### config.mk
export PLATFORM = sky130hd
export DESIGN_NAME = sysid_ext_flat
export DESIGN_NICKNAME = d
export VERILOG_FILES = /design/src/rtl/sysid_ext_pkg.sv /design/src/rtl/sysid_ext_if.sv /design/src/rtl/sysid_uptime_counter.sv /design/src/rtl/sysid_ext.sv /design/src/flat_wrapper.sv
export SDC_FILE = /design/constraint.sdc
export NUM_CORES = 1
export LEC_CHECK = 0
export ABC_CLOCK_PERIOD_IN_PS = 6200
export CAP_MARGIN = 20
export CORE_MARGIN = 1
export CORE_UTILIZATION = 52
export DETAILED_ROUTE_END_ITERATION = 10
export PLACE_DENSITY_LB_ADDON = 0.12
export SKIP_LAST_GASP = 1
export SLEW_MARGIN = 20
export SYNTH_ARGS = -nofsm -noshare
export SYNTH_HDL_FRONTEND = slang
export SYNTH_SLANG_ARGS = --single-unit
### constraint.sdc
create_clock -name clock -period 6.2 [get_ports clock]
set_input_delay 1.24 -clock clock [delete_from_list [all_inputs] [get_ports clock]]
set_output_delay 1.24 -clock clock [all_outputs]
set_load 0.02 [all_outputs]
### src/rtl/sysid_ext_pkg.sv
// sysid_ext_pkg: shared constants for the system-ID / uptime peripheral.
//   - word addresses of the eight-entry register map
//   - CTRL register bit positions (RUN, CLEAR, OVF)
//   - helper that assembles the CTRL readback word
package sysid_ext_pkg;

  localparam logic [2:0] ADDR_ID        = 3'd0;
  localparam logic [2:0] ADDR_TIMESTAMP = 3'd1;
  localparam logic [2:0] ADDR_UPTIME_LO = 3'd2;
  localparam logic [2:0] ADDR_UPTIME_HI = 3'd3;
  localparam logic [2:0] ADDR_CTRL      = 3'd4;
  localparam logic [2:0] ADDR_TICK_DIV  = 3'd5;
  localparam logic [2:0] ADDR_SCRATCH0  = 3'd6;
  localparam logic [2:0] ADDR_SCRATCH1  = 3'd7;

  localparam int CTRL_RUN   = 0;
  localparam int CTRL_CLEAR = 1;
  localparam int CTRL_OVF   = 2;

  // CLEAR is self-clearing, so it always reads back as 0.
  function automatic logic [31:0] ctrl_word(input logic run, input logic ovf);
    return {29'd0, ovf, 1'b0, run};
  endfunction

endpackage

### src/rtl/sysid_ext_if.sv
// sysid_ext_if: Avalon-MM style register bus for sysid_ext.
//   address/read/write/writedata : master -> slave
//   readdata/readdatavalid       : slave -> master (one-cycle read latency)
interface sysid_ext_if;
  logic [2:0]  address;
  logic        read;
  logic        write;
  logic [31:0] writedata;
  logic [31:0] readdata;
  logic        readdatavalid;

  modport master (
    output address, read, write, writedata,
    input  readdata, readdatavalid
  );

  modport slave (
    input  address, read, write, writedata,
    output readdata, readdatavalid
  );
endinterface

### src/rtl/sysid_uptime_counter.sv
// sysid_uptime_counter: prescaled free-running uptime counter.
//   clock, reset : system clock, async active-high reset
//   run          : prescaler/uptime advance enable
//   clear        : zero prescaler and uptime on this edge (tick still reported)
//   uptime       : current uptime count
//   tick         : registered pulse, high in the cycle the new uptime is visible
//   wrap         : combinational, high when this edge rolls uptime from all-ones
module sysid_uptime_counter
  import sysid_ext_pkg::*;
#(
  parameter int TICK_DIV     = 1000,
  parameter int UPTIME_WIDTH = 48
) (
  input  logic                    clock,
  input  logic                    reset,
  input  logic                    run,
  input  logic                    clear,
  output logic [UPTIME_WIDTH-1:0] uptime,
  output logic                    tick,
  output logic                    wrap
);

  localparam int             PW         = (TICK_DIV > 1) ? $clog2(TICK_DIV) : 1;
  localparam logic [PW-1:0]  PRESC_LAST = PW'(TICK_DIV - 1);

  logic [PW-1:0]           presc_r;
  logic [PW-1:0]           presc_nxt_s;
  logic [UPTIME_WIDTH-1:0] uptime_r;
  logic [UPTIME_WIDTH-1:0] uptime_nxt_s;
  logic                    tick_r;
  logic                    term_s;

  // Next-state for prescaler and uptime; clear overrides the increment.
  always_comb begin
    term_s       = run && (presc_r == PRESC_LAST);
    wrap         = term_s && (uptime_r == {UPTIME_WIDTH{1'b1}});
    presc_nxt_s  = presc_r;
    uptime_nxt_s = uptime_r;
    if (clear) begin
      presc_nxt_s  = {PW{1'b0}};
      uptime_nxt_s = {UPTIME_WIDTH{1'b0}};
    end else if (term_s) begin
      presc_nxt_s  = {PW{1'b0}};
      uptime_nxt_s = uptime_r + UPTIME_WIDTH'(1);
    end else if (run) begin
      presc_nxt_s  = presc_r + PW'(1);
    end else begin
      presc_nxt_s  = presc_r;
    end
  end

  // Counter state; tick is registered alongside the incremented uptime.
  always_ff @(posedge clock or posedge reset) begin
    if (reset) begin
      presc_r  <= {PW{1'b0}};
      uptime_r <= {UPTIME_WIDTH{1'b0}};
      tick_r   <= 1'b0;
    end else begin
      presc_r  <= presc_nxt_s;
      uptime_r <= uptime_nxt_s;
      tick_r   <= term_s;
    end
  end

  assign uptime = uptime_r;
  assign tick   = tick_r;

endmodule

### src/rtl/sysid_ext.sv
// sysid_ext: system ID, build timestamp and uptime peripheral.
//   clock, reset : system clock, async active-high reset
//   bus          : register bus slave (8 words, registered read data)
//   tick         : one-cycle pulse on every uptime increment
// Reading UPTIME_LO snapshots the upper uptime bits into a shadow that
// UPTIME_HI returns, so a LO-then-HI read pair is coherent.
module sysid_ext
  import sysid_ext_pkg::*;
#(
  parameter logic [31:0] SYSTEM_ID    = 32'h0000_0000,
  parameter logic [31:0] TIMESTAMP    = 32'h0000_0000,
  parameter int          TICK_DIV     = 1000,
  parameter int          UPTIME_WIDTH = 48
) (
  input  logic        clock,
  input  logic        reset,
  sysid_ext_if.slave  bus,
  output logic        tick
);

  localparam int HI_W = UPTIME_WIDTH - 32;

  logic                    run_r;
  logic                    ovf_r;
  logic [HI_W-1:0]         shadow_r;
  logic [31:0]             scratch0_r;
  logic [31:0]             scratch1_r;
  logic [31:0]             readdata_r;
  logic                    readdatavalid_r;
  logic                    ctrl_wr_s;
  logic                    clear_s;
  logic                    wrap_s;
  logic [UPTIME_WIDTH-1:0] uptime_s;
  logic [31:0]             rd_mux_s;

  sysid_uptime_counter #(
    .TICK_DIV     (TICK_DIV),
    .UPTIME_WIDTH (UPTIME_WIDTH)
  ) u_counter (
    .clock  (clock),
    .reset  (reset),
    .run    (run_r),
    .clear  (clear_s),
    .uptime (uptime_s),
    .tick   (tick),
    .wrap   (wrap_s)
  );

  // Write decode for CTRL and the CLEAR strobe.
  always_comb begin
    ctrl_wr_s = bus.write && (bus.address == ADDR_CTRL);
    clear_s   = ctrl_wr_s && bus.writedata[CTRL_CLEAR];
  end

  // Read data multiplexer (pre-write values, so read+write returns old data).
  always_comb begin
    rd_mux_s = 32'h0000_0000;
    case (bus.address)
      ADDR_ID:        rd_mux_s = SYSTEM_ID;
      ADDR_TIMESTAMP: rd_mux_s = TIMESTAMP;
      ADDR_UPTIME_LO: rd_mux_s = uptime_s[31:0];
      ADDR_UPTIME_HI: rd_mux_s = 32'(shadow_r);
      ADDR_CTRL:      rd_mux_s = ctrl_word(run_r, ovf_r);
      ADDR_TICK_DIV:  rd_mux_s = 32'(TICK_DIV);
      ADDR_SCRATCH0:  rd_mux_s = scratch0_r;
      ADDR_SCRATCH1:  rd_mux_s = scratch1_r;
      default:        rd_mux_s = 32'h0000_0000;
    endcase
  end

  // CTRL, shadow and scratch registers.
  always_ff @(posedge clock or posedge reset) begin
    if (reset) begin
      run_r      <= 1'b1;
      ovf_r      <= 1'b0;
      shadow_r   <= {HI_W{1'b0}};
      scratch0_r <= 32'h0000_0000;
      scratch1_r <= 32'h0000_0000;
    end else begin
      if (ctrl_wr_s) begin
        run_r <= bus.writedata[CTRL_RUN];
      end
      // A wrap on the same edge as the W1C keeps OVF set.
      if (wrap_s) begin
        ovf_r <= 1'b1;
      end else if (ctrl_wr_s && bus.writedata[CTRL_OVF]) begin
        ovf_r <= 1'b0;
      end
      if (clear_s) begin
        shadow_r <= {HI_W{1'b0}};
      end else if (bus.read && (bus.address == ADDR_UPTIME_LO)) begin
        shadow_r <= uptime_s[UPTIME_WIDTH-1:32];
      end
      if (bus.write && (bus.address == ADDR_SCRATCH0)) begin
        scratch0_r <= bus.writedata;
      end
      if (bus.write && (bus.address == ADDR_SCRATCH1)) begin
        scratch1_r <= bus.writedata;
      end
    end
  end

  // Read pipeline register; readdata holds between reads.
  always_ff @(posedge clock or posedge reset) begin
    if (reset) begin
      readdata_r      <= 32'h0000_0000;
      readdatavalid_r <= 1'b0;
    end else begin
      readdatavalid_r <= bus.read;
      if (bus.read) begin
        readdata_r <= rd_mux_s;
      end
    end
  end

  assign bus.readdata      = readdata_r;
  assign bus.readdatavalid = readdatavalid_r;

endmodule
### src/flat_wrapper.sv
// flat-port wrapper written by rule: the top's interface ports become plain ports
module sysid_ext_flat import sysid_ext_pkg::*;
#(
  parameter logic [31:0] SYSTEM_ID    = 32'h0000_0000,
  parameter logic [31:0] TIMESTAMP    = 32'h0000_0000,
  parameter int          TICK_DIV     = 1000,
  parameter int          UPTIME_WIDTH = 48
)
  (clock, reset, tick, bus_address, bus_read, bus_write, bus_writedata, bus_readdata, bus_readdatavalid);
  sysid_ext_if bus_i ();
  input  logic clock;
  input  logic reset;
  output logic tick;
  input wire logic [$bits(bus_i.address)-1:0] bus_address;
  input wire logic [$bits(bus_i.read)-1:0] bus_read;
  input wire logic [$bits(bus_i.write)-1:0] bus_write;
  input wire logic [$bits(bus_i.writedata)-1:0] bus_writedata;
  output wire logic [$bits(bus_i.readdata)-1:0] bus_readdata;
  output wire logic [$bits(bus_i.readdatavalid)-1:0] bus_readdatavalid;
  assign bus_i.address = bus_address;
  assign bus_i.read = bus_read;
  assign bus_i.write = bus_write;
  assign bus_i.writedata = bus_writedata;
  assign bus_readdata = bus_i.readdata;
  assign bus_readdatavalid = bus_i.readdatavalid;
  sysid_ext #(.SYSTEM_ID(SYSTEM_ID), .TIMESTAMP(TIMESTAMP), .TICK_DIV(TICK_DIV), .UPTIME_WIDTH(UPTIME_WIDTH)) u_core (.clock(clock), .reset(reset), .bus(bus_i), .tick(tick));
endmodule
==> results.sh, run 1 <==
export IMPL_finish_utilization=0.634
export IMPL_post_route_period_util=0.512
export IMPL_syn_area_per_cell_um2=10.7
export IMPL_tightest_slew_ns=0.991
export IMPL_slew_viol_final=0
export IMPL_cts_tree="done"
export IMPL_remaining_drc_errors=0
export IMPL_htree_levels=4
export IMPL_drv_cap=0
export IMPL_cts_root_buffer="clkbuf_16"
export IMPL_hpwl_mm=12.9
export IMPL_grt_usage=0.253
export IMPL_fp_dieArea_um2=16100
export IMPL_synthFlopType="dfrtp_1"
export IMPL_crit_path_top_delay_cell="or3_1"
export IMPL_synthArstFlopShare=1.00
export IMPL_cts_sinks=174
export IMPL_worstPathRequired_ns=6.51
export IMPL_synth_seq_cells=174
export IMPL_status="finished clean"
export IMPL_io_pin_count=73
export IMPL_rows=45
export IMPL_fill_cells=1189
export IMPL_grt_overflow=0
export IMPL_p_leak_uw=0.00407
export IMPL_arrival_ns=3.48
export IMPL_crit_path_max_incr_delay_ns=0.59
export IMPL_clk_latency_ns=0.43
export IMPL_port_buffers=72
export IMPL_die_x_um=127
export IMPL_clk_pin_slew_ns=0.06
export IMPL_wl_per_cell_um=18.4
export IMPL_final_nets=860
export IMPL_fmax_mhz=315
export IMPL_path_cells="clkdlybuf4s50_1, buf_4, or3_1, buf_4, mux2_2"
export IMPL_start_util=0.533
export IMPL_synth_cells=760
export IMPL_synth_top_cell_area_share=0.534
export IMPL_fin_ws_ns=3.03
export IMPL_drive_gt1_frac=0.157
export IMPL_drt_wl_total_mm=18.7
export IMPL_finalHoldViolations=0
export IMPL_max_slew_margin_rel=0.337
export IMPL_grt_pass1_wl_mm=31.5
export IMPL_final_common_cell="dfrtp_1"
export IMPL_post_cts_buffers=0
export IMPL_antenna_cells=0
export IMPL_cpMostUsedCell="buf_4"
export IMPL_most_common_layout_cells="173 x dfrtp_1, 70 x clkdlybuf4s50_1, 68 x nand2_1"
export IMPL_gp_congestion=0.821
export IMPL_hold_depth=1
export IMPL_setup_viol_count_final=0
export IMPL_rsz0062_at_grt="no"
export IMPL_grt_max_degree=76
export IMPL_yosysTopAreaCell="dfrtp_1"
export IMPL_syn_area_um2=8110
export IMPL_area_growth_pct=19.0
export IMPL_grt_pass1_vias=6073
export IMPL_p_per_area_nw_per_um2=345
export IMPL_dr_pass1_iters=5
export IMPL_yosys_warnings=0
export IMPL_fin_crit_ns=3.17
export IMPL_ys_seq_area_frac=0.537
export IMPL_cts_repair_resized=0
export IMPL_via_per_inst=5.84
export IMPL_start_kind="input pin"
export IMPL_finalSetupTns_ns=0
export IMPL_antenna_found_initial=0
export IMPL_critical_path_peak_fanout=42
export IMPL_hold_path_class="reg -> reg"
export IMPL_crit_type="in -> reg"
export IMPL_syn_num_nets=801
export IMPL_synth_edf_count=0
export IMPL_ir_drop_uv=201
export IMPL_skew_ns=0.00850
export IMPL_worst_r2r_path_depth=5
export IMPL_crit_path_end_kind="register"
export IMPL_numCtsBuffers=17
export IMPL_vias=5960
export IMPL_place_ws_ns=2.57
export IMPL_antenna_left=0
export IMPL_dieHeight_um=127
export IMPL_yosysUniqueCellTypes=44
export IMPL_synth_area_leaders="dfrtp_1 53%, mux2_2 9.3%, a21oi_1 3.4%"
export IMPL_stdcell_count=1020
export IMPL_first_iter_violations=422
export IMPL_coreArea_um2=15200
export IMPL_cts_buffer_depth=2
export IMPL_dp_cells=988
export IMPL_hold_buffers=0
## worst paths after layout
check | start | endpoint | slack (ns)
setup / recovery | bus_address[0] | u_core.scratch0_r[1]$_DFFE_PP0P_ | 3.03
hold / removal | u_core.ovf_r$_DFFE_PP0P_ | u_core.ovf_r$_DFFE_PP0P_ | 0.50
setup reg to reg | u_core.run_r$_DFFE_PP1N_ | u_core.u_counter.uptime[44]$_DFFE_PP0P_ | 3.21
hold reg to reg | u_core.ovf_r$_DFFE_PP0P_ | u_core.ovf_r$_DFFE_PP0P_ | 0.50
max in group asynchronous | reset | u_core.u_counter.uptime[19]$_DFFE_PP0P_ | 3.73
min in group asynchronous | reset | u_core.bus.readdata[7]$_DFFE_PP0P_ | 1.29
## cell type report
| type | instances | area [um2] | area share |
|---|---|---|---|
| flip-flops and latches | 174 | 4360 | 0.452 |
| multi-input cells | 511 | 3460 | 0.359 |
| repair buffers | 81 | 778 | 0.0807 |
| clock buffers | 18 | 439 | 0.0455 |
| clock inverters | 14 | 239 | 0.0248 |
| well taps | 188 | 235 | 0.0244 |
| inverters | 34 | 133 | 0.0138 |
## sequential cells by signal, indices dropped and copies added (netlist names)
signal	flops
u_core.bus.readdata	32
u_core.bus.readdatavalid	1
u_core.shadow_r	16
u_core.scratch0_r	32
u_core.scratch1_r	32
u_core.run_r	1
u_core.u_counter.tick	1
u_core.ovf_r	1
u_core.u_counter.presc_r	10
u_core.u_counter.uptime	48
## where the power goes
group / internal, uW / switching (uW)
logic: 285 / 260
clock network: 767 / 446
registers: 1360 / 206
## synth_stat cells (7+ instances only)
cell        n
nand3_1    25
mux2_2     67
or3_1      19
o21ai_1     7
nand2_1    68
a21oi_1    55
xor2_1     25
dfrtp_1   173
xnor2_1    10
o21ai_0    31
clkbuf_1   28
nand4_1    29
nor2_1     67
inv_1      33
o22ai_1    16
buf_1       8
mux4_2      8
mux2i_1    24
## cells by family (layout without fill, tap and decap cells)
kind of cell    after synthesis  count (layout)  synth area share
buf+inv                      75             147            0.0355
compound gates              125             125            0.0840
simple gates                250             250             0.157
fa+ha+maj                     2               2           0.00309
mux                          99              99             0.145
xor+xnor                     35              35            0.0378
flops                       174             174             0.537
## layer usage
layer | vias to the layer above | GRT usage | part of all wire
met5 | - | 0 | 0
met2 | 126 | 0.402 | 0.47
met4 | 0 | 0.0861 | 0.017
li1 | 2802 | - | -
met3 | 26 | 0.0468 | 0.040
met1 | 3006 | 0.352 | 0.47
## through the flow
step | hold WS [ns] | total power [uW] | area, um2
floorplan | 0.450 | 1910 | 8110
global placement | 0.473 | 2090 | 8970
detailed placement | 0.481 | 2130 | 8970
CTS | 0.496 | 3350 | 9640
global route | 0.519 | 3490 | 9640
finish | 0.503 | 3330 | 9640
## critical path, delay by kind of cell
family | cells | cell delay [ns]
mux | 1 | 0.37
buf+inv | 3 | 1.25
simple gates | 1 | 0.59
(Power assumes the default switching activity.)
==> inputs of run 2 (changes only) <==
Settings changed: ABC_CLOCK_PERIOD_IN_PS 6200 to 2750.
Clock period 6.2 ns to 2.75 ns, I/O delays scaled along.
==> run 2 against run 1 <==
Final cell count is 1.8% higher. Design area increased by 1.9%. Hold slack got worse by 0.027 ns. Critical endpoint is now u_core.u_counter.uptime[29]$_DFFE_PP0P_.
==> results.sh, run 2 (synthesized netlist as in run 1, its figures left out) <==
export IMPL_crit_path_top_delay_cell="nor3_2"
export IMPL_cts_repair_resized=0
export IMPL_grt_max_degree=110
export IMPL_status="finished clean"
export IMPL_rsz0062_at_grt="no"
export IMPL_post_cts_buffers=0
export IMPL_cts_sinks=174
export IMPL_coreArea_um2=15200
export IMPL_drive_gt1_frac=0.174
export IMPL_clk_latency_ns=0.42
export IMPL_clk_pin_slew_ns=0.06
export IMPL_critical_path_peak_fanout=7
export IMPL_die_x_um=127
export IMPL_crit_path_end_kind="register"
export IMPL_arrival_ns=2.80
export IMPL_p_per_area_nw_per_um2=762
export IMPL_antenna_found_initial=0
export IMPL_grt_pass1_wl_mm=31.4
export IMPL_cts_root_buffer="clkbuf_16"
export IMPL_wl_per_cell_um=18.2
export IMPL_crit_path_max_incr_delay_ns=0.51
export IMPL_fin_crit_ns=2.45
export IMPL_fmax_mhz=407
export IMPL_hold_path_class="in -> reg"
export IMPL_via_per_inst=5.75
export IMPL_path_cells="or3b_4, nor3_2, nand4_1, buf_4, or3_1, a21oi_1"
export IMPL_dr_pass1_iters=5
export IMPL_htree_levels=4
export IMPL_first_iter_violations=387
export IMPL_io_pin_count=73
export IMPL_antenna_left=0
export IMPL_final_nets=878
export IMPL_ir_drop_uv=466
export IMPL_area_growth_pct=21.2
export IMPL_setup_viol_count_final=0
export IMPL_hpwl_mm=13.3
export IMPL_holdWs_ns=0.476
export IMPL_start_util=0.533
export IMPL_skew_ns=0.00591
export IMPL_hold_buffers=0
export IMPL_finalHoldViolations=0
export IMPL_finish_utilization=0.646
export IMPL_dieHeight_um=127
export IMPL_most_common_layout_cells="173 x dfrtp_1, 70 x clkdlybuf4s50_1, 68 x nand2_1"
export IMPL_start_kind="register"
export IMPL_final_common_cell="dfrtp_1"
export IMPL_slew_viol_final=0
export IMPL_post_route_period_util=0.893
export IMPL_fill_cells=1173
export IMPL_antenna_cells=0
export IMPL_largest_register_ff_count=48
export IMPL_max_slew_margin_rel=0.580
export IMPL_remaining_drc_errors=0
export IMPL_fp_dieArea_um2=16100
export IMPL_grt_usage=0.253
export IMPL_cts_buffer_depth=2
export IMPL_cts_tree="done"
export IMPL_gp_congestion=0.839
export IMPL_worstPathRequired_ns=3.09
export IMPL_grt_pass1_vias=6014
export IMPL_drv_cap=0
export IMPL_crit_type="reg -> reg"
export IMPL_rows=45
export IMPL_tightest_slew_ns=0.628
export IMPL_drt_wl_total_mm=18.9
export IMPL_vias=5971
export IMPL_port_buffers=72
export IMPL_numCtsBuffers=17
export IMPL_grt_overflow=0
export IMPL_p_leak_uw=0.00417
[run 2: stage by stage]
step	cells	area [um2]	TNS (ns)	setup WS [ns]	total power, uW
5_1_grt	1038	9830	0	0.159	7840
3_5_place_dp	1006	9150	0	0.275	4830
3_3_place_gp	1006	9150	0	0.362	4740
2_1_floorplan	760	8110	-4.13	-0.0238	4300
4_1_cts	1038	9830	0	0.320	7530
6_report	1038	9830	0	0.295	7490
[run 2: area by class of cell]
cell class	count	area (um2)	area share
Clock buffer	23	498	0.0507
Clock inverter	9	179	0.0182
Inverter	34	131	0.0134
Multi-Input combinational cell	511	3460	0.353
Sequential cell	174	4360	0.443
Tap cell	188	235	0.0239
Timing Repair Buffer	99	963	0.0980
[run 2: final timing paths]
check,from,endpoint,slack [ns],cells past startpoint
worst min-delay path,bus_read,u_core.bus.readdatavalid$_DFF_PP0_,0.48,1
max in group asynchronous,reset,u_core.scratch0_r[23]$_DFFE_PP0P_,1.62,3
worst max-delay path,u_core.u_counter.presc_r[3]$_DFFE_PP0P_,u_core.u_counter.uptime[29]$_DFFE_PP0P_,0.30,6
worst min register to register,u_core.scratch1_r[14]$_DFFE_PP0P_,u_core.scratch1_r[14]$_DFFE_PP0P_,0.50,1
min in group asynchronous,reset,u_core.bus.readdata[7]$_DFFE_PP0P_,0.62,3
worst max register to register,u_core.u_counter.presc_r[3]$_DFFE_PP0P_,u_core.u_counter.uptime[29]$_DFFE_PP0P_,0.30,6
[run 2: power breakdown]
part / internal (uW) / switching, uW / leakage, uW / total [uW]
clock network: 1730 / 970 / 0.000326 / 2700
logic: 658 / 591 / 0.00166 / 1250
registers: 3080 / 460 / 0.00219 / 3540
total: 5470 / 2020 / 0.00417 / 7490
[run 2: critical path: cells and delay by family (launching register included)]
kind,cells,cell delay (ns)
flip-flops,1,0.43
AO/OA/AOI/OAI,1,0.17
AND/OR/NAND/NOR,4,1.53
buffers and inverters,1,0.23
[run 2: routing by layer]
| metal | up-vias | wire [um] | track usage |
|---|---|---|---|
| met1 | 2976 | 8910 | 0.349 |
| li1 | 2839 | - | - |
| met3 | 27 | 672 | 0.0430 |
| met4 | 0 | 335 | 0.0875 |
| met2 | 129 | 8950 | 0.408 |
| met5 | - | 0 | 0 |
==> inputs of run 3 (changes only) <==
Settings changed: CTS_CLUSTER_SIZE set to 16, HOLD_SLACK_MARGIN set to 0.1.
==> results of run 3 <==
Same layout as run 2: the final DEF is identical, and so are final timing and power.
